$ cat src/rtl/pcxt_clk_pkg.sv
// Shared types and per-speed timing constants for the PCXT clock/reset controller.
package pcxt_clk_pkg;

   localparam int unsigned PHASE_W   = 3;
   localparam int unsigned PCLK_W    = 4;
   localparam int unsigned PCLK_LAST = 11;
   localparam int unsigned PCLK_HIGH = 6;

   typedef enum logic [1:0] {
      SPD_477  = 2'd0,
      SPD_716  = 2'd1,
      SPD_1431 = 2'd2
   } speed_t;

   typedef enum logic [1:0] {
      S_SPLASH = 2'd0,
      S_SYS    = 2'd1,
      S_CPU    = 2'd2,
      S_RUN    = 2'd3
   } rst_state_t;

   // Last phase index and high time, both in base ticks
   localparam logic [PHASE_W-1:0] LAST_477  = 3'd5;
   localparam logic [PHASE_W-1:0] HIGH_477  = 3'd2;
   localparam logic [PHASE_W-1:0] LAST_716  = 3'd3;
   localparam logic [PHASE_W-1:0] HIGH_716  = 3'd2;
   localparam logic [PHASE_W-1:0] LAST_1431 = 3'd1;
   localparam logic [PHASE_W-1:0] HIGH_1431 = 3'd1;

   function automatic speed_t decode_speed(input logic [1:0] sel);
      case (sel)
         2'd1:    return SPD_716;
         2'd2:    return SPD_1431;
         default: return SPD_477;
      endcase
   endfunction

   function automatic logic [PHASE_W-1:0] speed_last(input speed_t s);
      case (s)
         SPD_716:  return LAST_716;
         SPD_1431: return LAST_1431;
         default:  return LAST_477;
      endcase
   endfunction

   function automatic logic [PHASE_W-1:0] speed_high(input speed_t s);
      case (s)
         SPD_716:  return HIGH_716;
         SPD_1431: return HIGH_1431;
         default:  return HIGH_477;
      endcase
   endfunction

endpackage

$ cat src/rtl/pcxt_edge_sync.sv
// Three-flop synchroniser with a registered single-cycle rising-edge pulse.
module pcxt_edge_sync
(
   input  logic clock,
   input  logic reset_n,
   input  logic async_in,
   output logic rise
);

   logic [2:0] sync_q;

   always_ff @(posedge clock or negedge reset_n) begin
      if (!reset_n) begin
         sync_q <= '0;
         rise   <= 1'b0;
      end else begin
         sync_q <= {sync_q[1:0], async_in};
         rise   <= sync_q[1] & ~sync_q[2];
      end
   end

endmodule

$ cat src/rtl/pcxt_clock_reset_ctrl.sv
// PCXT clock/reset controller: CPU/peripheral clock levels, speed select, splash timer, reset sequencing.
// Splash timer is built only when PCXT_SPLASH_EN is defined.
module pcxt_clock_reset_ctrl
   import pcxt_clk_pkg::*;
#(
   parameter int unsigned PRE_DIV         = 4,
   parameter int unsigned RESET_CYCLES    = 65535,
   parameter int unsigned CPU_RESET_DELAY = 42,
   parameter int unsigned TICKS_PER_SEC   = 28636000,
   parameter int unsigned SPLASH_SECONDS  = 5,
   parameter int unsigned NUM_SYNC        = 2
)
(
   input  logic                clock,
   input  logic                reset_n,
   input  logic [1:0]          speed_sel,
   input  logic                biu_done,
   input  logic                splash_skip,
   input  logic [NUM_SYNC-1:0] async_in,
   output logic                cpu_clk,
   output logic                cpu_clk_rise,
   output logic                pclk,
   output logic                turbo_mode,
   output logic                splashscreen,
   output logic                reset_out,
   output logic                reset_cpu,
   output logic [NUM_SYNC-1:0] sync_rise
);

   localparam int unsigned PRE_W    = (PRE_DIV > 1) ? $clog2(PRE_DIV) : 1;
   localparam int unsigned RST_MAX  = (RESET_CYCLES > CPU_RESET_DELAY) ? RESET_CYCLES : CPU_RESET_DELAY;
   localparam int unsigned CNT_W    = $clog2(RST_MAX + 1);
   localparam int unsigned SYS_LAST = (RESET_CYCLES > 0) ? RESET_CYCLES - 1 : 0;
   localparam int unsigned CPU_LAST = (CPU_RESET_DELAY > 0) ? CPU_RESET_DELAY - 1 : 0;

   // Base tick prescaler
   logic [PRE_W-1:0] pre_cnt;
   logic             tick_c;

   assign tick_c = (pre_cnt == PRE_W'(PRE_DIV - 1));

   always_ff @(posedge clock or negedge reset_n) begin
      if (!reset_n)    pre_cnt <= '0;
      else if (tick_c) pre_cnt <= '0;
      else             pre_cnt <= pre_cnt + PRE_W'(1);
   end

   // CPU phase; speed only changes at a period boundary so the high time is never cut short
   speed_t             speed, speed_d;
   logic [PHASE_W-1:0] phase, phase_d;
   logic               cpu_lvl_c;

   always_comb begin
      speed_d = speed;
      phase_d = phase;
      if (tick_c) begin
         if (phase == speed_last(speed)) begin
            phase_d = '0;
            if (biu_done) speed_d = decode_speed(speed_sel);
         end else begin
            phase_d = phase + PHASE_W'(1);
         end
      end
      cpu_lvl_c = (phase_d < speed_high(speed_d));
   end

   always_ff @(posedge clock or negedge reset_n) begin
      if (!reset_n) begin
         speed        <= SPD_477;
         phase        <= '0;
         cpu_clk      <= 1'b0;
         cpu_clk_rise <= 1'b0;
         turbo_mode   <= 1'b0;
      end else begin
         speed        <= speed_d;
         phase        <= phase_d;
         turbo_mode   <= (speed_d != SPD_477);
         cpu_clk_rise <= tick_c & cpu_lvl_c & ~cpu_clk;
         if (tick_c) cpu_clk <= cpu_lvl_c;
      end
   end

   // Peripheral clock, fixed at 4.77 MHz / 2
   logic [PCLK_W-1:0] pclk_cnt, pclk_cnt_d;

   always_comb begin
      pclk_cnt_d = pclk_cnt;
      if (tick_c) pclk_cnt_d = (pclk_cnt == PCLK_W'(PCLK_LAST)) ? '0 : pclk_cnt + PCLK_W'(1);
   end

   always_ff @(posedge clock or negedge reset_n) begin
      if (!reset_n) begin
         pclk_cnt <= '0;
         pclk     <= 1'b0;
      end else begin
         pclk_cnt <= pclk_cnt_d;
         if (tick_c) pclk <= (pclk_cnt_d < PCLK_W'(PCLK_HIGH));
      end
   end

   logic splash_end_c;

`ifdef PCXT_SPLASH_EN
   localparam int unsigned TPS_W       = (TICKS_PER_SEC > 1) ? $clog2(TICKS_PER_SEC) : 1;
   localparam int unsigned SEC_W       = (SPLASH_SECONDS > 0) ? $clog2(SPLASH_SECONDS + 1) : 1;
   localparam int unsigned SPLASH_LAST = (SPLASH_SECONDS > 0) ? SPLASH_SECONDS - 1 : 0;
   localparam rst_state_t  RST_INIT    = rst_state_t'((SPLASH_SECONDS == 0) ? S_SYS : S_SPLASH);

   logic [TPS_W-1:0] sec_ticks;
   logic [SEC_W-1:0] seconds;
   logic             sec_wrap_c;

   assign sec_wrap_c   = (sec_ticks == TPS_W'(TICKS_PER_SEC - 1));
   assign splash_end_c = splashscreen & tick_c &
                         (splash_skip | (sec_wrap_c & (seconds == SEC_W'(SPLASH_LAST))));

   // Counters freeze once the splash ends; splashscreen stays low until reset
   always_ff @(posedge clock or negedge reset_n) begin
      if (!reset_n) begin
         sec_ticks    <= '0;
         seconds      <= '0;
         splashscreen <= (SPLASH_SECONDS != 0);
      end else if (splashscreen && tick_c) begin
         if (sec_wrap_c) begin
            sec_ticks <= '0;
            seconds   <= seconds + SEC_W'(1);
         end else begin
            sec_ticks <= sec_ticks + TPS_W'(1);
         end
         if (splash_end_c) splashscreen <= 1'b0;
      end
   end
`else
   localparam rst_state_t RST_INIT = S_SYS;

   logic splash_unused_c;

   assign splash_unused_c = |{splash_skip, TICKS_PER_SEC != 0, SPLASH_SECONDS != 0};
   assign splash_end_c    = 1'b0;
   assign splashscreen    = 1'b0;
`endif

   // Reset sequencer
   rst_state_t       state, state_d;
   logic [CNT_W-1:0] rst_cnt, rst_cnt_d;
   logic             reset_out_d, reset_cpu_d;

   always_comb begin
      state_d     = state;
      rst_cnt_d   = rst_cnt;
      reset_out_d = reset_out;
      reset_cpu_d = reset_cpu;
      case (state)
         S_SPLASH: if (splash_end_c) state_d = S_SYS;
         S_SYS: begin
            if (rst_cnt == CNT_W'(SYS_LAST)) begin
               rst_cnt_d   = '0;
               reset_out_d = 1'b0;
               if (CPU_RESET_DELAY == 0) begin
                  reset_cpu_d = 1'b0;
                  state_d     = S_RUN;
               end else begin
                  state_d = S_CPU;
               end
            end else begin
               rst_cnt_d = rst_cnt + CNT_W'(1);
            end
         end
         S_CPU: begin
            if (rst_cnt == CNT_W'(CPU_LAST)) begin
               rst_cnt_d   = '0;
               reset_cpu_d = 1'b0;
               state_d     = S_RUN;
            end else begin
               rst_cnt_d = rst_cnt + CNT_W'(1);
            end
         end
         S_RUN:   ;
         default: state_d = RST_INIT;
      endcase
   end

   always_ff @(posedge clock or negedge reset_n) begin
      if (!reset_n) begin
         state     <= RST_INIT;
         rst_cnt   <= '0;
         reset_out <= 1'b1;
         reset_cpu <= 1'b1;
      end else begin
         state     <= state_d;
         rst_cnt   <= rst_cnt_d;
         reset_out <= reset_out_d;
         reset_cpu <= reset_cpu_d;
      end
   end

   for (genvar i = 0; i < NUM_SYNC; i++) begin : g_sync
      pcxt_edge_sync u_edge_sync (
         .clock    (clock),
         .reset_n  (reset_n),
         .async_in (async_in[i]),
         .rise     (sync_rise[i])
      );
   end

endmodule
$ cat config.mk
export PLATFORM = sky130hd
export DESIGN_NAME = pcxt_clock_reset_ctrl
export DESIGN_NICKNAME = d
export VERILOG_FILES = /design/src/rtl/pcxt_clk_pkg.sv /design/src/rtl/pcxt_edge_sync.sv /design/src/rtl/pcxt_clock_reset_ctrl.sv
export SDC_FILE = /design/constraint.sdc
export NUM_CORES = 1
export LEC_CHECK = 0
export BUFFER_PORTS_ARGS = -buffer_cell sky130_fd_sc_hd__buf_2
export CORE_ASPECT_RATIO = 2
export CORE_MARGIN = 5
export CORE_UTILIZATION = 45
export CTS_CLUSTER_DIAMETER = 30
export DETAILED_ROUTE_END_ITERATION = 10
export HOLD_SLACK_MARGIN = 0.12
export PLACE_DENSITY = 0.7
export SLEW_MARGIN = 30
export SYNTH_ARGS = -nofsm -noshare
export SYNTH_HDL_FRONTEND = slang
export SYNTH_SLANG_ARGS = --single-unit
$ cat constraint.sdc
create_clock -name clock -period 1.95 [get_ports clock]
set_input_delay 0.2925 -clock clock [delete_from_list [all_inputs] [get_ports clock]]
set_output_delay 0.2925 -clock clock [all_outputs]
set_load 0.05 [all_outputs]
==> results of run 1 <==
==> layout make-up <==
class | instances | area, um^2
Fill cell | 415 | 2100
Multi-Input combinational cell | 149 | 1180
Sequential cell | 43 | 1081
Timing Repair Buffer | 39 | 265.3
Clock buffer | 6 | 72.57
Tap cell | 57 | 71.32
Inverter | 10 | 37.54
Clock inverter | 2 | 12.51
==> worst max path at each step <==
stage	start	to
after floorplan	speed[1]	cpu_clk_rise
after global placement	speed[1]	cpu_clk_rise
after detailed placement	speed[1]	cpu_clk_rise
after CTS	speed[1]	cpu_clk_rise
after global routing	speed[0]	cpu_clk_rise
final	speed[0]	cpu_clk_rise
==> metrics by stage <==
step                      util [%]  power [mW]  worst slack (ns)
after floorplan                  -       1.138          -0.06517
after global placement       51.43       1.209           -0.1005
after detailed placement     51.43       1.219           -0.1841
after CTS                    54.28       1.805           -0.1786
after global routing         56.44       1.917           -0.2224
final                        56.44       1.836           -0.1351
==> flip-flops by register name, summed over array words and instances (netlist names), 2 cells and up <==
register and count:
pclk_cnt 4, speed 2, pre_cnt 2, state 2, phase 3, g_sync.u_edge_sync.rise 2, rst_cnt 16, g_sync.u_edge_sync.sync_q 6
==> cells by family (layout without fill, tap and decap cells) <==
| kind of cell | Yosys count | count (layout) | synth area share [%] |
|---|---|---|---|
| compound gates | 25 | 25 | 7.491 |
| xor+xnor | 15 | 15 | 6.003 |
| fa+ha+maj | 10 | 10 | 5.718 |
| buf+inv | 19 | 57 | 3.888 |
| flops | 43 | 43 | 49.34 |
| mux | 7 | 7 | 3.488 |
| other cells | 1 | 1 | 0.1714 |
| simple gates | 91 | 91 | 23.90 |
==> power groups by stage <==
stage          logic (mW)  clock network, mW  registers (mW)
3_5_place_dp        0.242                  0           0.977
3_3_place_gp        0.235                  0           0.974
5_1_grt             0.329              0.616           0.972
4_1_cts             0.261              0.582           0.962
6_report            0.307              0.563           0.966
2_1_floorplan       0.118                  0            1.02
==> routing by layer <==
layer | track usage (%) | wire length, um
met5 | 0 | 0
met4 | 5.835 | 133
met3 | 2.844 | 120
met2 | 28.09 | 2545
met1 | 15.70 | 1715
==> placed cells by master, fill, tap and decap left out, drive strengths merged, types with 3 or more instances in the layout <==
cell | netlist | routed
or3 | 4 | 4
or2 | 3 | 3
nor4 | 3 | 3
nand2 | 18 | 18
a21oi | 7 | 7
inv | 10 | 10
nor2 | 18 | 18
o21ai | 7 | 7
buf | 5 | 36
or4 | 3 | 3
nand3 | 7 | 7
nand4b | 3 | 3
clkbuf | 4 | 6
nor3b | 3 | 3
ha | 10 | 10
nand2b | 3 | 3
dfstp | 3 | 3
dfrtp | 40 | 40
mux2 | 5 | 5
dlygate4sd3 | 0 | 3
nor2b | 5 | 5
xnor2 | 11 | 11
nand4 | 7 | 7
nor3 | 6 | 6
xor2 | 4 | 4
==> timing repair <==
action,CTS,global route
hold buffers,3,0
endpoints found under the setup margin,5,13
pin swaps,5,7
cloned,0,0
buffers inserted,0,2
gates resized for setup,4,17
endpoints found under the hold margin,42,0
==> key figures, run 1 <==
Global routing
  – Total track usage: 15.01%
  – First-pass GRT wire length: 7369 um
  – Pin count of the biggest net entering global routing: 44
  – Vias in the first global route: 1667
  – GRT overflow: 0
  – Initial antenna violation count: 0

Worst setup path
  – Reg-to-reg endpoint: cpu_clk_rise
  – CP Capture Type: register
  – Slowest CP cell: dfrtp_1
  – Critical path class: reg -> reg
  – FF-to-FF Start: speed[0]
  – Critical Path Stages: 10
  – Top delay family on crit path: simple AND/OR/NAND/NOR gates
  – Arrival time worst endpoint: 2.30 ns
  – CP Data Required Time: 2.17 ns
  – WP buf/inv: 0
  – Worst reg2reg setup slack: -0.14 ns
  – Worst r2r path cells: 10
  – Worst Setup Start Kind: register
  – Crit path largest cell delay: 0.42 ns
  – Cell mode on critical path: ha_4
  – Crit path cell chain: ha_4 > xnor2_4 > and3_4 > nand3_2 > nand2_2 > ha_4 > nor2b_4 > nor3b_2 > o21ai_1 > nor3_1
  – CP max FO: 3

Synth
  – Syn nets: 229
  – Cell count after synthesis: 211
  – Avg Cell Area, Syn: 10.37 um^2
  – Ys flop type: dfrtp_1
  – Post-synth top cells: 40 x dfrtp_1, 18 x nand2_1, 18 x nor2_1
  – Top-count cell post-synth: dfrtp_1
  – Register area share after synthesis: 49.34%
  – Post-synth EDFFs: 0
  – Synthesized flop and latch total: 43
  – Cell variety after synth: 46
  – Ys Warns: 0
  – Asr flop ratio synth: 100.0%
  – Area contributors post-synth: dfrtp_1 46%, ha_1 5.7%, xnor2_1 4.4%, dfstp_2 3.6%, nand2_1 3.1%
  – Share of the synthesized area in the top cell type: 45.74%
  – Synthesized area: 2188 um^2
  – Cell taking the most area after synthesis: dfrtp_1

Status
  – Status: complete, but fails checks
  – Failing checks: setup timing

Hold path
  – Hold_sp: g_sync[0].u_edge_sync.sync_q[0]
  – Hold path endpoint: g_sync[0].u_edge_sync.sync_q[1]
  – Hold WC Path Type: reg -> reg
  – WHS Path Cells: 0

STA
  – Slew Viols, Final: 0
  – Post-route setup TNS: -0.2492 ns
  – Clock Skew: 0.006860 ns
  – Final Critical Period: 2.085 ns
  – Hold Fails Final Rpt: 0
  – PnR worst setup slack: -0.1351 ns
  – RSZ-0062 raised after global routing: yes
  – Hold WS: 0.3553 ns
  – Final worst path period share: 106.9%
  – Slew @ Worst Pin: 0.5488 ns
  – Max frequency: 0.4796 GHz
  – Final setup violation count: 3
  – Worst slew margin: 63.42%

Drt
  – DRC: 0
  – Total Wirelength: 4514 um
  – Total iterations of the first detailed-routing run: 4
  – Iteration-0 DRC Markers: 37
  – Remaining antenna violation count: 0
  – Vias per inst: 5.402
  – Number of vias after detailed routing: 1653
  – Drt wl/cell: 14.75 um

Placed design
  – Placer Congestion: 0.8032
  – Placed cell area: 2479 um^2
  – Placed cells: 293
  – Placed wire-length estimate: 3192 um
  – Port-buffer cells: 14

Clock network
  – CTS tree: yes
  – Clk Latency, worst-skew pair: 0.30 ns
  – H-tree depth: 2
  – CTS Sinks: 43
  – Clock Path Buffers: 2
  – CTS root buf: clkbuf_8
  – CTS clock-pin slew for the worst setup and hold paths: 0.09 ns
  – Total CTS buffers: 5

Finish
  – Layout cells sized above 1: 33.33%
  – Area delta synth->final: 24.30%
  – Layout Nets: 266
  – Finished Layout Cells: 306
  – Final instance area: 2720 um^2
  – # diodes: 0

Die
  – Die Y: 108.6 um
  – Core area: 4820 um^2
  – Initial Utilization: 45.40%
  – Die width: 59.31 um
  – # IOs: 17
  – Die footprint: 6442 um^2
  – Rows: 36

Pwr
  – Leakage power: 1.208 nW
  – Pwr per Cell Area: 675.0 nW/um^2
  – Worst VDD drop: 0.4559 mV
  – Reg power frac: 52.6%
  – Clk pwr share: 30.7%
  – Power Internal: 1.319 mW
  – Combinational fraction of design power: 16.7%
  – Switching share of power: 28.15%
  – Switching power: 516.8 uW

Job
  – Max_cap viols: 0
No activity file was read; power rests on OpenSTA's default activity.
==> run 2, diff against run 1 <==
--- a/config.mk
+++ b/config.mk
@@ -5,6 +5,7 @@
 export SDC_FILE = /design/constraint.sdc
 export NUM_CORES = 1
 export LEC_CHECK = 0
+export ABC_AREA = 1
 export BUFFER_PORTS_ARGS = -buffer_cell sky130_fd_sc_hd__buf_2
 export CORE_ASPECT_RATIO = 2
 export CORE_MARGIN = 5
==> key figures, run 2 <==
Status
  – Status: complete, no violations

STA
  – PnR worst setup slack: 0.07350 ns (+0.2086 ns)
  – Final setup violation count: 0 (-3)
  – Post-route setup TNS: 0 ns (+0.2492 ns)
  – Max frequency: 0.5329 GHz (+11%)
  – Hold Fails Final Rpt: 0 (unchanged)
  – Hold WS: 0.3527 ns (-0.002535 ns)
  – Clock Skew: 0.005977 ns (-0.0008836 ns)
  – Worst slew margin: 66.60% (+3.2 points)
  – RSZ-0062 raised after global routing: yes
  – Final worst path period share: 96.23% (-11 points)
  – Final Critical Period: 1.876 ns (-0.2086 ns)
  – Slew @ Worst Pin: 0.5010 ns (-0.04778 ns)
  – Slew Viols, Final: 0 (unchanged)

Pwr
  – Combinational fraction of design power: 23.0% (+6.3 points)
  – Pwr Total: 2.378 mW (+29%)
  – Power Internal: 1.672 mW (+27%)
  – Reg power frac: 42.9% (-9.7 points)
  – Leakage power: 1.283 nW (+6.2%)
  – Pwr per Cell Area: 911.8 nW/um^2 (+35%)
  – Worst VDD drop: 0.7772 mV (+70%)
  – Switching share of power: 29.67% (+1.5 points)
  – Switching power: 705.4 uW (+36%)
  – Clk pwr share: 34.1% (+3.4 points)

Finish
  – Commonest non-fill, non-tap cell in the layout: nand2_1
  – # diodes: 0 (unchanged)
  – Fillers: 424 (+2.2%)
  – Commonest cells after routing, fill and taps aside: 50 x nand2_1, 40 x dfrtp_1, 36 x inv_1, 31 x nor2_1, 14 x buf_2
  – Layout cells sized above 1: 24.22% (-9.1 points)
  – Largest Register: rst_cnt
  – Area delta synth->final: 20.67%
  – Area taken by flip-flops and latches: 1080 um^2 (-0.12%)
  – Largest register FFs: 16 (unchanged)
  – Final instance area: 2608 um^2 (-4.1%)
  – Multi-input gate area: 965.9 um^2 (-18%)
  – Layout Nets: 306 (+15%)
  – Top Registers: rst_cnt: 16 flops, g_sync.u_edge_sync.sync_q: 6 flops, pclk_cnt: 4 flops

Drt
  – DRC: 0 (unchanged)
  – Number of vias after detailed routing: 1696 (+2.6%)
  – Total iterations of the first detailed-routing run: 4 (unchanged)
  – Drt wl/cell: 12.27 um (-17%)
  – Total Wirelength: 4220 um (-6.5%)
  – Remaining antenna violation count: 0 (unchanged)
  – Vias per inst: 4.930 (-8.7%)
  – Iteration-0 DRC Markers: 41 (+11%)

Clock network
  – Clock Path Buffers: 2 (unchanged)
  – Clk Latency, worst-skew pair: 0.29 ns (about the same)
  – Total CTS buffers: 5 (unchanged)
  – CTS clock-pin slew for the worst setup and hold paths: 0.08 ns (about the same)
  – CTS Sinks: 43 (unchanged)
  – H-tree depth: 2 (unchanged)
  – CTS root buf: clkbuf_8
  – CTS tree: yes

Synth
  – Top-count cell post-synth: nand2_1
  – Syn nets: 273 (+19%)
  – Cell taking the most area after synthesis: dfrtp_1
  – Asr flop ratio synth: 100.0% (unchanged)
  – Share of the synthesized area in the top cell type: 46.32% (+0.58 points)
  – Ys Warns: 0 (unchanged)
  – Post-synth top cells: 53 x nand2_1, 40 x dfrtp_1, 39 x inv_1
  – Cell count after synthesis: 255 (+21%)
  – Synthesized flop and latch total: 43 (unchanged)
  – Synthesized area: 2161 um^2 (-1.3%)
  – Ys flop type: dfrtp_1
  – Area contributors post-synth: dfrtp_1 46%, nand2_1 9.2%, inv_1 6.8%, nor2_1 6.4%, ha_1 5.8%
  – Post-synth EDFFs: 0 (unchanged)
  – Register area share after synthesis: 49.97% (+0.63 points)
  – Cell variety after synth: 34 (-26%)
  – Avg Cell Area, Syn: 8.474 um^2 (-18%)

Worst setup path
  – CP Capture Point: cpu_clk_rise
  – CP Capture Type: register
  – CP max FO: 3 (unchanged)
  – Worst reg2reg setup slack: 0.07 ns (+0.21 ns)
  – FF-to-FF Start: speed[0]
  – Critical Path Start: speed[0]
  – Critical path class: reg -> reg
  – Arrival time worst endpoint: 2.10 ns (-0.20 ns)
  – Worst Setup Start Kind: register
  – Worst r2r path cells: 13 (+3)
  – Reg-to-reg endpoint: cpu_clk_rise
  – CP Data Required Time: 2.18 ns (about the same)

Die
  – # IOs: 17 (unchanged)
  – Die width: 59 um (-0.52%)
  – Core area: 4642 um^2 (-3.7%)
  – Die footprint: 6372 um^2 (-1.1%)
  – Rows: 35 (-2.8%)
  – Initial Utilization: 46.55% (+1.1 points)
  – Die Y: 108 um (-0.57%)

Hold path
  – Hold WC Path Type: reg -> reg

Global routing
  – GRT overflow: 0 (unchanged)
  – Total track usage: 14.96% (-0.051 points)
  – Vias in the first global route: 1736 (+4.1%)
  – Initial antenna violation count: 0 (unchanged)
  – First-pass GRT wire length: 7265 um (-1.4%)
  – Pin count of the biggest net entering global routing: 24 (-45%)

Placed design
  – Placer Congestion: 0.8221 (+2.4%)
  – Placement Setup Slack: 0.01729 ns (+0.2014 ns)
  – Port-buffer cells: 14 (unchanged)
  – Placed cell area: 2340 um^2 (-5.6%)
  – Placed wire-length estimate: 3249 um (+1.8%)

Job
  – Max_cap viols: 0 (unchanged)
[run 2: cell count changes after synthesis, sizes merged, moves of 6 or more]
cell   before  now
inv        10   41
xnor2      11    3
nand2      18   56
nand3       7   13
nor2       18   42
[run 2: logic make-up after synthesis]
| kind of cell | after synthesis | synth area share (%) |
|---|---|---|
| buffers and inverters | 46 | 8.801 |
| adders and majority gates | 10 | 5.790 |
| DFF | 43 | 49.97 |
| xor gates and xnor gates | 11 | 4.459 |
| other | 1 | 0.1735 |
| AOI/OAI and AO/OA | 16 | 4.402 |
| and+or+nand+nor | 128 | 26.40 |
[run 2: power groups by stage]
stage / Clock, mW / Sequential (mW) / Combinational (mW)
finish: 0.811 / 1.02 / 0.548
global route: 0.867 / 1.03 / 0.611
CTS: 0.829 / 1.01 / 0.403
detailed placement: 0 / 1.03 / 0.393
global placement: 0 / 1.02 / 0.390
floorplan: 0 / 1.08 / 0.223
[run 2: routing by layer]
metal | up-vias | global-route usage [%] | share of wire, %
met1 | 785 | 14.31 | 35
met3 | 18 | 2.628 | 3.3
met4 | 0 | 8.590 | 4.0
met2 | 40 | 28.24 | 57
li1 | 853 | - | -
met5 | - | 0 | 0
[run 2: worst min path at each step]
stage	start	to	slack [ns]	cells past startpoint
2_1_floorplan	reset_n	cpu_clk	-0.003	0
3_3_place_gp	reset_n	rst_cnt[4]	0.30	1
3_5_place_dp	reset_n	rst_cnt[4]	0.29	1
4_1_cts	g_sync[1].u_edge_sync.sync_q[0]	g_sync[1].u_edge_sync.sync_q[1]	0.35	0
5_1_grt	g_sync[1].u_edge_sync.sync_q[0]	g_sync[1].u_edge_sync.sync_q[1]	0.37	0
6_report	g_sync[1].u_edge_sync.sync_q[0]	g_sync[1].u_edge_sync.sync_q[1]	0.35	0
[run 2: final cells by class]
cell class | instances | area share [%]
clock buffers | 6 | 2.783
clock inverters | 2 | 2.303
inverters | 42 | 6.238
multi-input cells | 166 | 37.04
flip-flops and latches | 43 | 41.41
well taps | 55 | 2.639
repair buffers | 30 | 7.582
[run 2: stage by stage]
stage | std cells | util [%]
6_report | 344 | 56.17
5_1_grt | 344 | 56.17
4_1_cts | 340 | 54.18
3_5_place_dp | 329 | 50.40
3_3_place_gp | 329 | 50.40
2_1_floorplan | 255 | -
[run 2: repair_timing]
action | 4_1_cts | 5_1_grt
hold buffers | 3 | 0
pin swaps | 0 | 10
resized for setup | 1 | 17
setup endpoints to repair | 1 | 3
buffers inserted | 0 | 4
hold endpoints to repair | 23 | 0
[run 2: worst max-delay path, cell delays in order (launching register included)]
cell	delay [ns]
dfrtp_1	0.43
ha_4	0.29
inv_2	0.04
nand2_1	0.06
nand2_1	0.06
nor2_2	0.14
nand3b_1	0.10
nand2_2	0.09
inv_2	0.05
nor2_4	0.13
ha_4	0.21
nand2_2	0.05
nand2_2	0.05
nor2_2	0.10
